===== config.mk =====
export PLATFORM = sky130hd
export DESIGN_NAME = bsr32_seq
export DESIGN_NICKNAME = d
export VERILOG_FILES = /design/src/rtl/bsr32_seq.sv
export SDC_FILE = /design/constraint.sdc
export NUM_CORES = 1
export LEC_CHECK = 0
export CORE_MARGIN = 2
export CORE_UTILIZATION = 35
export DETAILED_ROUTE_END_ITERATION = 8
export SLEW_MARGIN = 20
export SYNTH_ARGS = -nofsm -noshare
export SYNTH_HDL_FRONTEND = slang
export SYNTH_SLANG_ARGS = --single-unit
export TNS_END_PERCENT = 100

===== constraint.sdc =====
create_clock -name clk -period 4.8 [get_ports clk]
set_input_delay 0.72 -clock clk [delete_from_list [all_inputs] [get_ports clk]]
set_output_delay 0.72 -clock clk [all_outputs]
set_load 0.02 [all_outputs]

===== src/rtl/bsr32_seq.sv =====
// Sequential bit-scan-reverse: index of the most-significant set bit of an operand (x86 BSR).
// Latency: k = 1..NCH scan cycles after accept (early exit on first non-zero slice from MSB end).
// Backpressure: result held in DONE until out_ready; in_ready only in IDLE, one bubble per op.
module bsr32_seq #(
  parameter int WIDTH = 32,  // operand width, power of 2, multiple of CHUNK
  parameter int CHUNK = 8    // bits examined per scan cycle, power of 2, at least 2
) (
  input  logic                     clk,
  input  logic                     rst,
  input  logic                     in_valid,
  output logic                     in_ready,
  input  logic [WIDTH-1:0]         in_data,
  output logic                     out_valid,
  input  logic                     out_ready,
  output logic [$clog2(WIDTH)-1:0] out_idx,
  output logic                     out_v
);

  localparam int IDXW = $clog2(WIDTH);
  localparam int NCH  = WIDTH / CHUNK;
  // Slice pointer width; kept at least one bit so a single-slice build still elaborates.
  localparam int PW   = (NCH > 1) ? $clog2(NCH) : 1;
  // Bit position within a slice.
  localparam int CW   = $clog2(CHUNK);

  localparam logic [PW-1:0] PTR_TOP = PW'(NCH - 1);

  typedef enum logic [1:0] {
    IDLE = 2'd0,
    SCAN = 2'd1,
    DONE = 2'd2
  } state_t;

  state_t                     state;
  // Operand viewed as NCH slices so the active slice is a plain array select.
  logic [NCH-1:0][CHUNK-1:0]  op;
  logic [PW-1:0]              ptr;

  logic [CHUNK-1:0]           slice;
  logic                       slice_nz;
  logic [CW-1:0]              slice_pos;

  assign slice    = op[ptr];
  assign slice_nz = |slice;

  // Priority encoder: position of the highest set bit inside the active slice.
  always_comb begin
    slice_pos = '0;
    for (int i = 0; i < CHUNK; i++) begin
      if (slice[i]) slice_pos = CW'(i);
    end
  end

  // Control FSM with registered handshake outputs and result.
  // Because CHUNK and NCH are powers of two, the absolute index is the
  // concatenation {slice pointer, position in slice}; it can never overflow IDXW.
  always_ff @(posedge clk or posedge rst) begin
    if (rst) begin
      state     <= IDLE;
      in_ready  <= 1'b1;
      out_valid <= 1'b0;
      out_idx   <= '0;
      out_v     <= 1'b0;
      op        <= '0;
      ptr       <= PTR_TOP;
    end else begin
      case (state)
        IDLE: begin
          // Operand is only sampled on a handshake, so X outside it never reaches state.
          if (in_valid && in_ready) begin
            op       <= in_data;
            ptr      <= PTR_TOP;
            in_ready <= 1'b0;
            state    <= SCAN;
          end
        end
        SCAN: begin
          if (slice_nz) begin
            out_idx   <= IDXW'({ptr, slice_pos});
            out_v     <= 1'b1;
            out_valid <= 1'b1;
            state     <= DONE;
          end else if (ptr == '0) begin
            // Whole operand is zero: index is reported as 0 with out_v low (ZF=1).
            out_idx   <= '0;
            out_v     <= 1'b0;
            out_valid <= 1'b1;
            state     <= DONE;
          end else begin
            ptr <= ptr - 1'b1;
          end
        end
        DONE: begin
          // No same-cycle accept: returning to IDLE first keeps the input path simple.
          if (out_ready) begin
            out_valid <= 1'b0;
            in_ready  <= 1'b1;
            state     <= IDLE;
          end
        end
        default: begin
          out_valid <= 1'b0;
          in_ready  <= 1'b1;
          state     <= IDLE;
        end
      endcase
    end
  end

endmodule

---- Word-level counts from Yosys, hierarchy flattened ----
Cells that the tools add are included.
storage, ports and cells
  bits in registers ....................... 44
  input bits .............................. 36
  logic and storage cells ................. 62
cells by class
  add/subtract/negate cells ............... 1
  magnitude comparators ................... 1
  eq/ne operators ......................... 7
  mux-type cells .......................... 29
  bitwise logic cells ..................... 2
  reduce and logical (&&, ||, !) cells .... 12
operators with widths
  operator                                                                       number
  3-bit 2-to-1 mux                                                               6
  8-bit binary-select mux with 2-bit select                                      1
  2-bit 2-to-1 mux                                                               7
  5-bit 2-to-1 mux                                                               2
  3-bit AND reduction                                                            3
  1-bit 2-to-1 mux                                                               8
  8-bit 2-to-1 mux                                                               1
  2-bit inequality test (second input constant)                                  4
  8-bit OR reduction                                                             1
  1-bit one-hot mux with 3 select lines                                          2
  2-bit one-hot mux with 3 select lines                                          1
  2-bit logical NOT                                                              2
  2-bit one-hot mux with 2 select lines                                          1
  2-bit AND reduction                                                            2
  4-bit AND reduction                                                            1
  2-bit nonzero test                                                             2
  2-bit by 3-bit less-than comparator with 1-bit output (second input constant)  1
  3-bit inequality test (second input constant)                                  1
  2-bit by 1-bit equality test with 1-bit output (second input constant)         1
  2-bit equality test (second input constant)                                    1
  1-bit inverter                                                                 2
  2-bit by 1-bit subtractor with 2-bit output (second input constant)            1
  1-bit logical AND                                                              1

---- Longest topological paths before layout ----
  depth after elaboration ................. 10
  depth in mapped cells ................... 6
  depth with buffers taken out ............ 5

---- Worst setup path before layout ----
No wires, ideal clock.
  kind .................................... reg-to-reg
  start point ............................. register ptr[0]
  end point ............................... register out_idx[3]
  library setup time ...................... 0.121 ns
  arrival ................................. 2.143 ns
  data required time ...................... 4.679 ns
  path slack .............................. 2.536 ns
  cell stages (with the launch flop) ...... 6
  buffers on the path ..................... 1
  clock period less this slack ............ 2.264 ns
  path through ............................ dfstp_2 -> buf_6 -> mux4_2 -> or4_4 -> o21a_1 -> a22o_2
on the way
  longest elaborated chain between the ends .. 5
  elaborated cells between the ends (all ways) .. 7
  classes of those cells .................. mux (3); reduce/logical (4)
ends and longest elaborated chain
  what                                       RTL line  source
  start: declaration                         37        logic [PW-1:0] ptr;
  start signal: assignment                   90        ptr <= ptr - 1'b1;
  8-bit binary-select mux with 2-bit select  43        assign slice = op[ptr];
  8-bit 2-to-1 mux (implied by the code)     43
  8-bit OR reduction                         44        assign slice_nz = |slice;
  2-bit nonzero test (no source line)        -
  2-bit AND reduction (no source line)       -
  end signal: assignment                     79        out_idx <= IDXW'({ptr, slice_pos});
  end: declaration                           15        output logic [$clog2(WIDTH)-1:0] out_idx,
Parallel ways exist; a longest one is shown, timed or not. The select of a mux whose other input is x is not followed.
A chain may end at the register's enable or synchronous reset.

---- Worst setup path in the final report ----
Same ends and word-level chain as after synthesis.

==> results by group <==
Worst setup path
  • Largest fanout on the critical path: 12
  • CP startpoint kind: flip-flop
  • Arrival time worst endpoint: 2.71 ns
  • Reg-to-reg endpoint: out_idx[3]
  • CP Data Required Time: 4.99 ns
  • R2R setup slack: 2.27 ns
  • Kind of critical path: flip-flop to flip-flop
  • Critical Path Source: ptr[0]
  • Crit. End Element: flip-flop
  • R2r startpoint: ptr[0]
  • R2r worst-path depth: 4

Clock network
  • Worst-Skew Late Latency: 0.29 ns
  • CTS root buffer: clkbuf_8
  • Postcts setup bufs: 0
  • Hold-fix buffers, CTS: 0
  • H-tree depth: 2
  • Clk buf depth: 2
  • Clk slew on worst S/H paths: 0.08 ns
  • Num CTS Buffers: 5
  • Cts repair resizes: 0
  • TritonCTS sink count: 44
  • TritonCTS clock tree: yes

Min path
  • WHS Endpoint: in_ready
  • Hold Crit Start: in_ready
  • Hold depth: 2
  • Worst hold path class: flip-flop to flip-flop

GRT
  • Vias in the first global route: 1292
  • First-pass GRT wire length: 6010 µm
  • Initial antenna violation count: 0
  • Largest net degree at the start of global routing: 45
  • GR Util All Layers: 12.6%
  • Total grt overflow: 0

Routing
  • Iter 0 DRT Violations: 66
  • DRC errors left: 0
  • Vias: 1243
  • Initial DRT Pass Iterations: 4
  • Final antenna-violating net count: 0
  • Post-Route WL: 3740 µm
  • Post-DR wirelength/cell: 14.7 µm
  • Routed vias/inst: 4.87

Floorplan
  • Std-Cell Rows: 27
  • Die ar.: 6410 µm²
  • IO Count: 44
  • Die Y: 80.1 µm
  • Initial core utilization: 36.5%
  • Core area: 5540 µm²
  • DIE WIDTH: 80.1 µm

Timing
  • Share of the cycle needed by the critical path after routing: 52.6%
  • Max Clock Skew: 0.00444 ns
  • Final setup margin: 2.27 ns
  • Min Tclk post-route: 2.53 ns
  • Worst-Margin Slew: 0.546 ns
  • Max Fclk: 396 MHz
  • Max-slew violations: 0
  • Final setup fails: 0
  • Relative slew slack: 63.6%
  • Final hold violations: 0
  • Hold Slack: 0.481 ns
  • Setup TNS: 0 ns
  • RSZ-0062 raised after global routing: no

Cells and area
  • Area Growth Syn to Fin: 29.7%
  • Fin util: 47.4%
  • Layout cell share with drive strength beyond 1: 29.0%
  • Antenna cells: 0
  • Fill count: 492
  • Final cell count without fillers: 255
  • Fin nets: 219
  • Final Instance Area: 2630 µm²

Synthesis
  • Most numerous cell in the Yosys netlist: dfrtp_1
  • Post-synthesis sequential area ratio: 54.6%
  • Yosys cell types: 32
  • Post-synth EDFFs: 0
  • Yosys warns: 0
  • FF+latch count, synth: 44
  • Commonest cells in the netlist: dfrtp_1, mux2_2, nand2_1
  • FFs w/ async S/R, synth: 100%
  • Top cells by area, synth: dfrtp_1, mux2_2, mux4_1
  • Gate count of the mapped netlist: 136
  • Mapped Nets: 173
  • Post-synth top area share: 50.7%
  • Syn_area_per_cell: 14.9 µm²
  • Largest area contributor in the netlist: dfrtp_1
  • Synthesized area: 2020 µm²
  • Top_reg_cell synth: dfrtp_1

Run
  • Maxcap violations: 0

Power
  • Sequential Power Share: 46.5%
  • Maximum vdd drop: 0.000196 V
  • Pint: 0.965 mW
  • Clock network power share: 20.5%
  • PD cells: 512 nW/µm²
  • Total Power: 1.34 mW
  • Sw Pwr: 0.379 mW
  • Static Leak: 1.16 nW
  • Switching share of power: 28.2%
  • Comb pwr share: 32.9%

Placement
  • Dpl cell area: 2520 µm²
  • Post-DP HPWL: 2750 µm
  • Cell count after placement: 247
  • Gpl congestion: 0.752
  • PortBufs: 43
  • Pre-CTS setup slack: 2.27 ns

Outcome
  • Status: finished clean
cells in the final DEF (no fill, tap or decap), types with 2 or more instances in the layout:
| cell type | netlist | final |
|---|---|---|
| dfstp_2 | 3 | 3 |
| clkbuf_8 | 0 | 5 |
| a21o_1 | 3 | 3 |
| mux2_2 | 32 | 32 |
| mux4_1 | 7 | 7 |
| a21oi_1 | 3 | 3 |
| mux2i_1 | 2 | 2 |
| clkdlybuf4s50_1 | 0 | 43 |
| buf_4 | 1 | 2 |
| dfrtp_1 | 41 | 41 |
| nand2b_1 | 2 | 2 |
| inv_1 | 5 | 4 |
| a22o_1 | 2 | 2 |
| o21ai_0 | 3 | 3 |
| nor2_1 | 4 | 4 |
| nand2_1 | 8 | 8 |
how the worst max path moves through the flow:
stage,to,cells after the start
2_1_floorplan,out_idx[3],5
3_3_place_gp,out_idx[3],4
3_5_place_dp,out_idx[3],4
4_1_cts,out_idx[3],4
5_1_grt,ptr[1],5
6_report,out_idx[3],4
kinds of logic (layout without fill, tap and decap cells):
logic type	Yosys count	after routing	synth area share (%)
compound gates	15	15	5.81
fa+ha+maj	1	1	0.618
buf+inv	11	58	2.97
flops	44	44	54.6
mux	42	42	29.0
simple gates	23	23	7.05
critical path: stages (launching register included):
cell	delay [ns]
dfstp_2	0.73
mux4_1	0.64
or4_4	0.60
o21a_1	0.23
a22o_2	0.21
layer usage:
layer	global-route usage, %	vias up	share of wire, %
met3	4.72	5	6.4
met1	14.4	621	41
met2	21.8	34	51
met5	0	-	0
met4	4.07	0	1.3
li1	-	583	-
flip-flops by register name, indices dropped and copies added, names as in the netlist:
name / cells
ptr: 2
op: 32
in_ready: 1
out_valid: 1
state: 2
out_idx: 5
out_v: 1
power groups by stage:
stage	Combinational, mW	Clock (mW)	Sequential [mW]
finish	0.443	0.276	0.626
global route	0.485	0.302	0.646
global placement	0.437	0	0.629
floorplan	0.290	0	0.633
CTS	0.452	0.286	0.630
detailed placement	0.450	0	0.639
layout make-up:
cell class	count	area [µm²]	share of cell area [%]
clock buffers	6	72.6	2.76
clock inverters	2	35.0	1.33
inverters	5	18.8	0.715
multi-input cells	81	860	32.7
flip-flops and latches	44	1100	42.1
well taps	72	90.1	3.43
repair buffers	45	445	17.0
Power figures use the tool's default switching activity.
